<file path="config.mk">
export PLATFORM = sky130hd
export DESIGN_NAME = msm_bucket_aggregate
export DESIGN_NICKNAME = d
export VERILOG_FILES = /design/src/rtl/msm_bucket_aggregate.sv
export SDC_FILE = /design/constraint.sdc
export NUM_CORES = 1
export LEC_CHECK = 0
export CAP_MARGIN = 20
export CORE_MARGIN = 10
export CORE_UTILIZATION = 45
export DETAILED_ROUTE_END_ITERATION = 12
export GPL_TIMING_DRIVEN = 0
export PLACE_DENSITY = 0.62
export SYNTH_ARGS = -nofsm -noshare
export SYNTH_HDL_FRONTEND = slang
export SYNTH_SLANG_ARGS = --single-unit
</file>
<file path="constraint.sdc">
create_clock -name clk -period 3 [get_ports clk]
set_clock_uncertainty 0.2 [all_clocks]
set_input_delay 0.45 -clock clk [delete_from_list [all_inputs] [get_ports clk]]
set_output_delay 0.45 -clock clk [all_outputs]
set_load 0.05 [all_outputs]
</file>
<file path="src/rtl/msm_bucket_aggregate.sv">
// Pippenger window reduction: S = sum j*B_j via running/total sums.
// One shared multi-cycle point adder; inf shortcuts skip trivial adds.
package msm_pkg;
    typedef struct packed {
        logic        inf;
        logic [15:0] x;
        logic [15:0] y;
    } curve_point_t;

    localparam curve_point_t INF_POINT = '{inf: 1'b1, x: 16'd0, y: 16'd0};

    // Toy group law standing in for curve addition; inf is the identity.
    function automatic curve_point_t group_add(curve_point_t p, curve_point_t q);
        curve_point_t s;
        if (p.inf) begin
            s = q;
        end else if (q.inf) begin
            s = p;
        end else begin
            s.inf = 1'b0;
            s.x   = p.x + q.x;
            s.y   = p.y + q.y;
        end
        return s;
    endfunction
endpackage

module msm_point_add
    import msm_pkg::*;
#(
    parameter int LAT = 4
) (
    input  logic         clk,
    input  logic         rst_n,
    input  curve_point_t p,
    input  curve_point_t q,
    output logic         done,
    output curve_point_t sum
);
    logic [2:0] cnt;

    always_ff @(posedge clk) begin
        if (!rst_n) begin
            cnt  <= 3'd0;
            done <= 1'b0;
            sum  <= INF_POINT;
        end else if (!done) begin
            if (cnt == 3'(LAT - 1)) begin
                done <= 1'b1;
                sum  <= group_add(p, q);
            end else begin
                cnt <= cnt + 3'd1;
            end
        end
    end
endmodule

module msm_bucket_aggregate
    import msm_pkg::*;
#(
    parameter int WINDOW_BITS = 4,
    parameter int NUM_BUCKETS = 2 ** WINDOW_BITS
) (
    input  logic                   clk,
    input  logic                   Reset_n,
    input  logic                   Start,
    output logic                   bucket_rd_en,
    output logic [WINDOW_BITS-1:0] bucket_addr,
    input  curve_point_t           bucket_data,
    output logic                   Busy,
    output logic                   Done,
    output curve_point_t           R
);
    localparam logic [WINDOW_BITS-1:0] JMAX = WINDOW_BITS'(NUM_BUCKETS - 1);
    localparam logic [WINDOW_BITS-1:0] JONE = WINDOW_BITS'(1);

    typedef enum logic [2:0] {
        IDLE, FETCH, WAIT_RD, ADD_RUN, ADD_TOT, NEXT, FINISH
    } state_t;

    state_t                 state;
    logic [WINDOW_BITS-1:0] j;
    curve_point_t           running;
    curve_point_t           total;
    curve_point_t           b_reg;
    curve_point_t           add_p;
    curve_point_t           add_q;
    curve_point_t           add_sum;
    logic                   add_kick;
    logic                   add_done;
    logic                   add_rst_n;
    logic [1:0]             phase;

    // The kick resets the adder, clearing any done left from the last add.
    assign add_rst_n = Reset_n & ~add_kick;

    msm_point_add u_add (
        .clk   (clk),
        .rst_n (add_rst_n),
        .p     (add_p),
        .q     (add_q),
        .done  (add_done),
        .sum   (add_sum)
    );

    always_ff @(posedge clk) begin
        if (!Reset_n) begin
            state        <= IDLE;
            j            <= JMAX;
            running      <= INF_POINT;
            total        <= INF_POINT;
            b_reg        <= INF_POINT;
            add_p        <= INF_POINT;
            add_q        <= INF_POINT;
            add_kick     <= 1'b0;
            phase        <= 2'd0;
            R            <= INF_POINT;
            Done         <= 1'b0;
            Busy         <= 1'b0;
            bucket_rd_en <= 1'b0;
            bucket_addr  <= '0;
        end else begin
            Done         <= 1'b0;
            bucket_rd_en <= 1'b0;
            add_kick     <= 1'b0;
            unique case (state)
                IDLE: begin
                    if (Start && !Done) begin
                        running      <= INF_POINT;
                        total        <= INF_POINT;
                        j            <= JMAX;
                        bucket_rd_en <= 1'b1;
                        bucket_addr  <= JMAX;
                        Busy         <= 1'b1;
                        state        <= FETCH;
                    end
                end
                FETCH: state <= WAIT_RD;
                WAIT_RD: begin
                    b_reg <= bucket_data;
                    phase <= 2'd0;
                    if (bucket_data.inf) begin
                        state <= ADD_TOT;
                    end else if (running.inf) begin
                        running <= bucket_data;
                        state   <= ADD_TOT;
                    end else begin
                        state <= ADD_RUN;
                    end
                end
                ADD_RUN: begin
                    if (phase == 2'd0) begin
                        add_p    <= running;
                        add_q    <= b_reg;
                        add_kick <= 1'b1;
                        phase    <= 2'd1;
                    end else if (phase == 2'd1) begin
                        phase <= 2'd2;
                    end else if (add_done) begin
                        running <= add_sum;
                        phase   <= 2'd0;
                        state   <= ADD_TOT;
                    end
                end
                ADD_TOT: begin
                    if (phase == 2'd0) begin
                        if (running.inf) begin
                            state <= NEXT;
                        end else if (total.inf) begin
                            total <= running;
                            state <= NEXT;
                        end else begin
                            add_p    <= total;
                            add_q    <= running;
                            add_kick <= 1'b1;
                            phase    <= 2'd1;
                        end
                    end else if (phase == 2'd1) begin
                        phase <= 2'd2;
                    end else if (add_done) begin
                        total <= add_sum;
                        phase <= 2'd0;
                        state <= NEXT;
                    end
                end
                NEXT: begin
                    if (j == JONE) begin
                        state <= FINISH;
                    end else begin
                        j            <= j - JONE;
                        bucket_rd_en <= 1'b1;
                        bucket_addr  <= j - JONE;
                        state        <= FETCH;
                    end
                end
                FINISH: begin
                    R     <= total;
                    Done  <= 1'b1;
                    Busy  <= 1'b0;
                    state <= IDLE;
                end
                default: state <= IDLE;
            endcase
        end
    end
endmodule

</file>
==> impl_results.md, run 1 <==
* Worst hold path class: flip-flop to flip-flop
* Final Util at 53.3%
* Pin count of the biggest net entering global routing at 14
* Total Nets Final at 1745
* Power per cell area at 764 nW/µm²
* Area grow syn2layout at 17.2%
* Critical Path RT at 3.27 ns
* TritonCTS Buffers at 28
* Post-Syn Area at 12600 µm²
* Crit-path max FO at 10
* H-tree Lvls at 1
* Grt ovf at 0
* CP delay by family, top: buffers and inverters
* Critical path arrival at 3.16 ns
* Sink Count at 252
* Unrepaired setup endpoints after global routing: no
* Antenna-violating nets left at 0
* Rows at 61
* Drt first-iter violations at 1098
* Postcts setup bufs at 0
* Worst Setup Start Kind: flip-flop
* Post-layout min period at 2.89 ns
* Buf+Inv Stages, Crit Path at 3
* CTS tree: yes
* Antenna violations before repair at 0
* Measured slew at the worst slew-check pin at 0.998 ns
* Root Driver: clkbuf_16
* Die ar. at 35100 µm²
* Crit end category: flip-flop
* Slew Viols, Final at 0
* Fmax at 346 MHz
* Final period util at 96.2%
* Final number of setup-violating endpoints at 0
* Vias in the first global route at 11733
* Residual DRC count at 0
* Fin. Hold Viols at 0
* Starting Density at 45.5%
* Async SR Flop Fraction at 0%
* Seq/Total Area, Yosys at 40.0%
* Synth Flop Type: dfxtp_1
* Crit path max-delay cell type: buf_1
* CTS Hold Bufs at 0
* Critical path cell sequence: buf_6, nand2b_1, clkbuf_1, nor2_1, buf_1, nand2_1, a21oi_1
* Worst skew pair latency at 0.55 ns
* Gr usage total at 24.6%
* YS warnings at 0
* Share of the synthesized area in the top cell type at 40.0%
* Synth Area per Inst at 8.04 µm²
* Reg2reg setup slack at 0.11 ns
* Post-synth cell types at 66
* CTS Buffer Depth at 3
* MaxCap Viol Count at 0
* Drt via density at 5.94
* Number of diodes at 0
* Layout cell share with drive strength beyond 1 at 6.25%
* Setup TNS at 0 ns
* Io pins at 76
* DR WL/cell at 21.8 µm
* Die X-Extent at 187 µm
* Worst VDD drop at 0.615 mV
* Core area at 27700 µm²
* Largest stage delay, worst path at 0.72 ns
* Leading area contributor after synthesis: dfxtp_1
* Gate Count Post-Synth at 1568
* Die Ht at 187 µm
* Syn_nets at 1640
* Relative slew slack at 33.4%
* Port buffer count at 75
* Number of enable flip-flop cells after synthesis at 0
* Outcome: finished clean
* Synth top area cells: dfxtp_1, nand2_1, mux2i_1, a21oi_1, a311oi_1
* Leakage at 0.00533 µW
* Clock slew at reported path FFs at 0.06 ns
* Via count at 12308
* First-pass GRT wire length at 69.1 mm
* Placed wire-length estimate at 32.8 mm
* Critical path type: flip-flop to flip-flop
* RD Place Congestion at 0.988
* Routed WL at 45.2 mm
* DRT Pass-1 Iters at 5
* Synthesized flop and latch total at 252
area by class of cell:
cell class / count / area [µm²]
Sequential cell: 252 / 5040
Inverter: 15 / 56.3
Timing Repair Buffer: 75 / 751
Clock buffer: 40 / 837
Clock inverter: 12 / 91.3
Buffer: 130 / 586
Tap cell: 378 / 473
Fill cell: 2653 / 12900
Multi-Input combinational cell: 1171 / 6930
placed cells by master, fill, tap and decap left out, types with 16 or more instances in the layout:
master	count
buf_2	26
a21o_1	16
nand2_1	273
o21ai_0	44
ha_1	34
a311oi_1	61
dfxtp_1	252
clkbuf_16	29
mux2i_1	71
nor3_1	75
clkdlybuf4s50_1	75
nor2b_1	42
a21boi_0	43
clkbuf_1	86
a21oi_1	136
nor2_1	135
nand3_1	80
through the flow:
stage | power (µW) | instances | setup WS, ns | hold slack [ns] | area (µm²)
final | 11300 | 2073 | 0.114 | 0.255 | 14800
after global routing | 11700 | 2073 | 0.000462 | 0.272 | 14800
after CTS | 11200 | 2073 | 0.0538 | 0.260 | 14800
after detailed placement | 7750 | 2021 | 0.107 | 0.250 | 13800
after global placement | 7720 | 2021 | 0.0679 | 0.244 | 13800
after floorplan | 6370 | 1568 | 0.472 | 0.235 | 12600
tightest hold or removal path: cells and delay by family, from the launching register on:
family,cells,cell delay (ns)
flip-flops,1,0.31
AND/OR/NAND/NOR,1,0.05
AO/OA/AOI/OAI,1,0.05
cell usage after synthesis, types with 2 or more instances:
cell type and n:
buf_1 10, xor2_1 14, o21a_1 9, o21ai_0 45
nor2_1 135, ha_1 34, buf_4 3, o32ai_1 2
and3_1 2, a311oi_1 61, buf_2 26, fa_1 2
dfxtp_1 252, a31o_2 3, a31oi_1 10, a21o_1 16
a211oi_1 8, nor3_1 75, clkbuf_1 84, mux2i_1 71
buf_6 7, and2_1 4, o22ai_1 6, nand4_1 3
a221oi_1 8, a211o_1 4, nand2_1 273, a21boi_0 43
o221ai_1 6, inv_2 3, o211ai_1 14, a21oi_1 138
xnor2_1 14, nand2b_1 5, o31ai_1 4, and4_1 3
a221o_1 4, nor2b_1 42, or3_1 4, inv_1 12
o211a_1 4, nand3_1 80, o311ai_0 2
routing by layer:
metal  share of wire [%]  vias to the layer above  GRT usage, %
met1                  43                     5915          31.5
met2                  46                      514          40.4
met3                 7.9                      104          4.98
li1                    -                     5775             -
met4                 3.5                        0          8.19
met5                   0                        -             0
cells by family (layout without fill, tap and decap cells):
kind of cell,count (synthesis),after routing,share of synthesized area (%)
and+or+nand+nor,637,637,22.3
AOI/OAI and AO/OA,399,399,21.3
DFF,252,252,40.0
buffers and inverters,145,272,5.08
muxes,71,71,5.64
adders and majority gates,36,36,3.69
xor gates and xnor gates,28,28,1.95
path summary, 6_finish.rpt:
kind | start | endpoint | depth (start not counted)
setup / recovery | state[1] | b_reg[8] | 7
hold / removal | R[30] | R[30] | 2
setup reg to reg | state[1] | b_reg[8] | 7
hold reg to reg | R[30] | R[30] | 2
repair_timing:
item / 4_1_cts / 5_1_grt
gates resized for setup: 0 / 7
endpoints found under the setup margin: 0 / 5
endpoints found under the hold margin: 0 / 0
report_power, final:
part           internal [µW]  leakage [µW]  switching (µW)  total, µW
clock network           2020      0.000466            1450       3470
registers               3660       0.00204             288       3950
logic                   1070       0.00282            2800       3870
No activity file was read; power rests on OpenSTA's default activity.
==> inputs of run 2 (changes only) <==
--- a/config.mk
+++ b/config.mk
@@ -6,7 +6,7 @@
 export NUM_CORES = 1
 export LEC_CHECK = 0
 export CAP_MARGIN = 20
-export CORE_MARGIN = 10
+export CORE_MARGIN = 1.5
 export CORE_UTILIZATION = 45
 export DETAILED_ROUTE_END_ITERATION = 12
 export GPL_TIMING_DRIVEN = 0
==> run 2 against run 1 <==
  * Largest cell class unchanged
  * Non-clock buffer count unchanged
  * Combinational power about the same
  * First-iteration DRC count up 29%
  * Flip-flop and latch count unchanged
==> impl_results.md, run 2 (synthesis gave the netlist of run 1 again) <==
* Antenna-violating nets left at 0
* Pin count of the biggest net entering global routing at 14
* Leakage at 0.00533 µW
* Routed length on met1 at 19.1 mm
* Commonest non-fill, non-tap cell in the layout: nand2_1
* Setup TNS at 0 ns
* Worst-case reg-to-reg path depth at 9
* Critical path type: flip-flop to flip-flop
* Die Ht at 170 µm
* Worst hold path class: flip-flop to flip-flop
* Drt first-iter violations at 1416
* Root Driver: clkbuf_16
* Area grow syn2layout at 17.2%
* Measured slew at the worst slew-check pin at 0.999 ns
* Uppermost routed layer: met4
* Gr usage total at 30.7%
* Final number of setup-violating endpoints at 0
* Post-layout min period at 2.80 ns
* RD Place Congestion at 0.964
* TritonCTS Buffers at 29
* Via count at 12234
* Residual DRC count at 0
* Outcome: finished clean
* Critical path arrival at 3.06 ns
* Total Nets Final at 1746
* Io pins at 76
* DRT Pass-1 Iters at 8
* Fin. Hold Viols at 0
* Layout cell share with drive strength beyond 1 at 6.14%
* Die ar. at 29000 µm²
* Antenna violations before repair at 0
* Starting Density at 45.5%
* Number of diodes at 0
* CTS Buffer Depth at 3
* Most frequent cells in the layout: nand2_1, dfxtp_1, a21oi_1, nor2_1, clkbuf_1
* Fmax at 357 MHz
* CTS Hold Bufs at 0
* Sink Count at 252
* Crit path to: u_add.sum[28]
* Crit end category: flip-flop
* Post-route cell area at 14800 µm²
* R2r endpoint: u_add.sum[28]
* Final period util at 93.3%
* Port buffer count at 75
* DP Cell Count at 2021
* Worst skew pair latency at 0.56 ns
* Rows at 61
* MaxCap Viol Count at 0
* Die X-Extent at 170 µm
* Final cell count without fillers at 2072
* Critical Path RT at 3.26 ns
* Slew Viols, Final at 0
* DR WL/cell at 21.6 µm
* Vias in the first global route at 11595
* Worst Setup Start Kind: flip-flop
* Power per cell area at 765 nW/µm²
* Core area at 27700 µm²
* WHS Path Cells at 2
* Crit path from: add_p[16]
* Relative slew slack at 33.4%
* First-pass GRT wire length at 67.6 mm
* Routed WL at 44.7 mm
* Unrepaired setup endpoints after global routing: no
* Place WS at 0.0642 ns
* Reg2reg setup slack at 0.20 ns
* Placed instance area at 13800 µm²
* Placed wire-length estimate at 32.3 mm
* FF-to-FF Start: add_p[16]
* DR WL met3 at 3.70 mm
* Drt via density at 5.90
* Clock slew at reported path FFs at 0.07 ns
* Met2 routed WL at 19.7 mm
* Crit-path max FO at 3
* Final WS setup at 0.201 ns
* CTS tree: yes
* Worst VDD drop at 0.622 mV
* H-tree Lvls at 1
* Grt ovf at 0
run 2: power by group:
group | internal (µW) | leakage (µW) | switching (µW)
combinational | 1070 | 0.00283 | 2810
sequential | 3660 | 0.00204 | 283
clock | 2040 | 0.000463 | 1440
run 2: worst min path at each step:
stage / startpoint / end / slack, ns
final: b_reg[0] / b_reg[0] / 0.26
after global placement: b_reg[12] / b_reg[12] / 0.25
after floorplan: b_reg[15] / b_reg[15] / 0.24
after detailed placement: R[30] / R[30] / 0.25
after CTS: b_reg[0] / b_reg[0] / 0.26
after global routing: b_reg[7] / b_reg[7] / 0.28
run 2: timing repair:
action                                  CTS  global route
endpoints found under the setup margin    0             8
gates resized for setup                   0             7
buffers inserted                          0             0
run 2: critical path, cell delays in order, from the launching register on:
cell      delay, ns
dfxtp_1        0.32
ha_1           0.25
fa_1           0.42
a21o_1         0.21
a21oi_2        0.22
o21ai_0        0.16
a31oi_2        0.32
o21ai_0        0.17
xnor2_1        0.15
a221oi_1       0.28
run 2: per-stage QoR:
stage	hold WS [ns]	util [%]	total power, µW
floorplan	0.235	-	6370
global placement	0.246	49.9	7710
detailed placement	0.250	49.9	7750
CTS	0.259	53.2	11200
global route	0.275	53.3	11700
finish	0.260	53.3	11300
run 2: layer usage:
metal / vias to the layer above / track usage (%)
li1: 5774 / -
met1: 5843 / 40.1
met2: 502 / 49.2
met3: 115 / 5.84
met4: 0 / 13.9
met5: - / 0
run 2: layout make-up:
class,count,area (µm²)
Clock buffer,43,858
Multi-Input combinational cell,1171,6930
Sequential cell,252,5040
Fill cell,2710,12900
Buffer,130,587
Timing Repair Buffer,75,751
Clock inverter,8,65.1
Tap cell,378,473
Inverter,15,56.3
==> inputs of run 3 (changes only) <==
--- a/config.mk
+++ b/config.mk
@@ -6,6 +6,7 @@
 export NUM_CORES = 1
 export LEC_CHECK = 0
 export CAP_MARGIN = 20
+export CORE_ASPECT_RATIO = 1.1
 export CORE_MARGIN = 1.5
 export CORE_UTILIZATION = 45
 export DETAILED_ROUTE_END_ITERATION = 12
==> run 3 against run 2 <==
  * Global-route usage shrank 0.77 points
  * Setup slack lost 0.086 ns
  * Flip-flop and latch count is the same
  * Final area shrank 0.55%
  * Critical path type unchanged
  * Clock-buffer cell count is the same
  * Die area is essentially flat
  * Utilization shrank 0.30 points
  * Clock power shrank 6.0%
  * First-iteration DRC count shrank 19%
  * Sequential power is essentially flat
==> impl_results.md, run 3 (synthesis gave the netlist of run 1 again) <==
* HP Start: b_reg[1]
* Fmax at 347 MHz
* RD Place Congestion at 0.970
* Final period util at 96.2%
* CTS Hold Bufs at 0
* Port buffer count at 75
* Antenna-violating nets left at 0
* Gr busiest metal: met2
* DRT Pass-1 Iters at 8
* Measured slew at the worst slew-check pin at 0.982 ns
* Pin count of the biggest net entering global routing at 15
* Total Nets Final at 1745
* Outcome: finished clean
* Leakage at 0.00529 µW
* Routed WL at 44.4 mm
* Commonest non-fill, non-tap cell in the layout: nand2_1
* Met3 Use GR at 4.35%
* CP delay by family, top: compound AO/OA/AOI/OAI gates
* Postcts setup bufs at 0
* First-pass GRT wire length at 65.9 mm
* Io pins at 76
* Die X-Extent at 163 µm
* Largest stage delay, worst path at 0.42 ns
* Crit-path max FO at 3
* Die Ht at 179 µm
* Antenna violations before repair at 1
* Clock slew at reported path FFs at 0.06 ns
* Final number of setup-violating endpoints at 0
* Residual DRC count at 0
* Relative slew slack at 34.5%
* Power per cell area at 752 nW/µm²
* CTS tree: yes
* Place WS at 0.0488 ns
* Via count at 12291
* Critical path cell sequence: ha_1, fa_1, a21o_1, a21oi_1, o21ai_0, a31oi_2, o21ai_0, a21oi_1, and4b_1
* Worst hold path class: flip-flop to flip-flop
* Critical path arrival at 3.13 ns
* Unrepaired setup endpoints after global routing: no
* Starting Density at 45.5%
* TritonCTS Buffers at 28
* Buf+Inv Stages, Crit Path at 0
* Gr usage total at 30.0%
* Area grow syn2layout at 16.5%
* Grt ovf at 0
* Root Driver: clkbuf_16
* Critical path type: flip-flop to flip-flop
* Critical Path RT at 3.25 ns
* FF-to-FF Start: add_p[16]
* Rows at 64
* Met2 GRT Util at 48.4%
* Core area at 27700 µm²
* Drt via density at 5.98
* Fin. Hold Viols at 0
* Drt first-iter violations at 1146
* Worst skew pair latency at 0.56 ns
* Layout cell share with drive strength beyond 1 at 5.74%
* H-tree Lvls at 1
* Vias in the first global route at 11295
* Sink Count at 252
* MaxCap Viol Count at 0
* Final WS setup at 0.115 ns
* Worst VDD drop at 0.496 mV
* Met1 track demand over resource at 38.3%
* Worst Setup Start Kind: flip-flop
* CTS Buffer Depth at 3
* Crit path max-delay cell type: fa_1
* Setup TNS at 0 ns
* Die ar. at 29000 µm²
* Crit path from: add_p[16]
* Post-layout min period at 2.88 ns
* Final Util at 53.0%
* Placed wire-length estimate at 32.3 mm
* DR WL/cell at 21.6 µm
* Most frequent cells in the layout: nand2_1, dfxtp_1, a21oi_1, nor2_1, clkbuf_1
* Slew Viols, Final at 0
* Crit end category: flip-flop
## run 3: worst register-to-register path, stage by stage, from the launching register on
cell     delay [ns]
dfxtp_1        0.33
ha_1           0.25
fa_1           0.42
a21o_1         0.20
a21oi_1        0.30
o21ai_0        0.21
a31oi_2        0.28
o21ai_0        0.24
a21oi_1        0.19
and4b_1        0.20
## run 3: routing by layer
metal,routed length [µm],up-vias
li1,-,5788
met1,18700,5873
met2,20100,507
met3,3140,123
met4,2460,0
met5,0,-
## run 3: through the flow
step / instance area (µm²) / power, µW / cells / hold slack, ns
final: 14700 / 11000 / 2055 / 0.258
after global routing: 14700 / 11500 / 2054 / 0.280
after CTS: 14700 / 11000 / 2054 / 0.258
after detailed placement: 13800 / 7720 / 2006 / 0.250
after global placement: 13800 / 7670 / 2006 / 0.245
after floorplan: 12600 / 6370 / 1568 / 0.235
## run 3: final cells by class
| cell class | count | area, µm² |
|---|---|---|
| Fill cell | 2710 | 13000 |
| Multi-Input combinational cell | 1171 | 6930 |
| Sequential cell | 252 | 5040 |
| Clock buffer | 43 | 827 |
| Timing Repair Buffer | 75 | 751 |
| Buffer | 130 | 586 |
| Tap cell | 363 | 454 |
| Inverter | 15 | 56.3 |
| Clock inverter | 5 | 36.3 |
| Antenna cell | 1 | 2.50 |
## run 3: final timing paths
check | cells after the start | end | slack, ns
worst max-delay path | 9 | u_add.sum[30] | 0.12
worst min-delay path | 2 | b_reg[1] | 0.26
worst max register to register | 9 | u_add.sum[30] | 0.12
worst min register to register | 2 | b_reg[1] | 0.26
## run 3: power by group
group	switching [µW]	internal (µW)	leakage (µW)
clock	1390	1880	0.000427
sequential	280	3660	0.00204
combinational	2760	1070	0.00282
## run 3: repair_timing
action                                 CTS  global route
setup endpoints to repair                0             3
endpoints found under the hold margin    0             0
gates resized for setup                  0             4
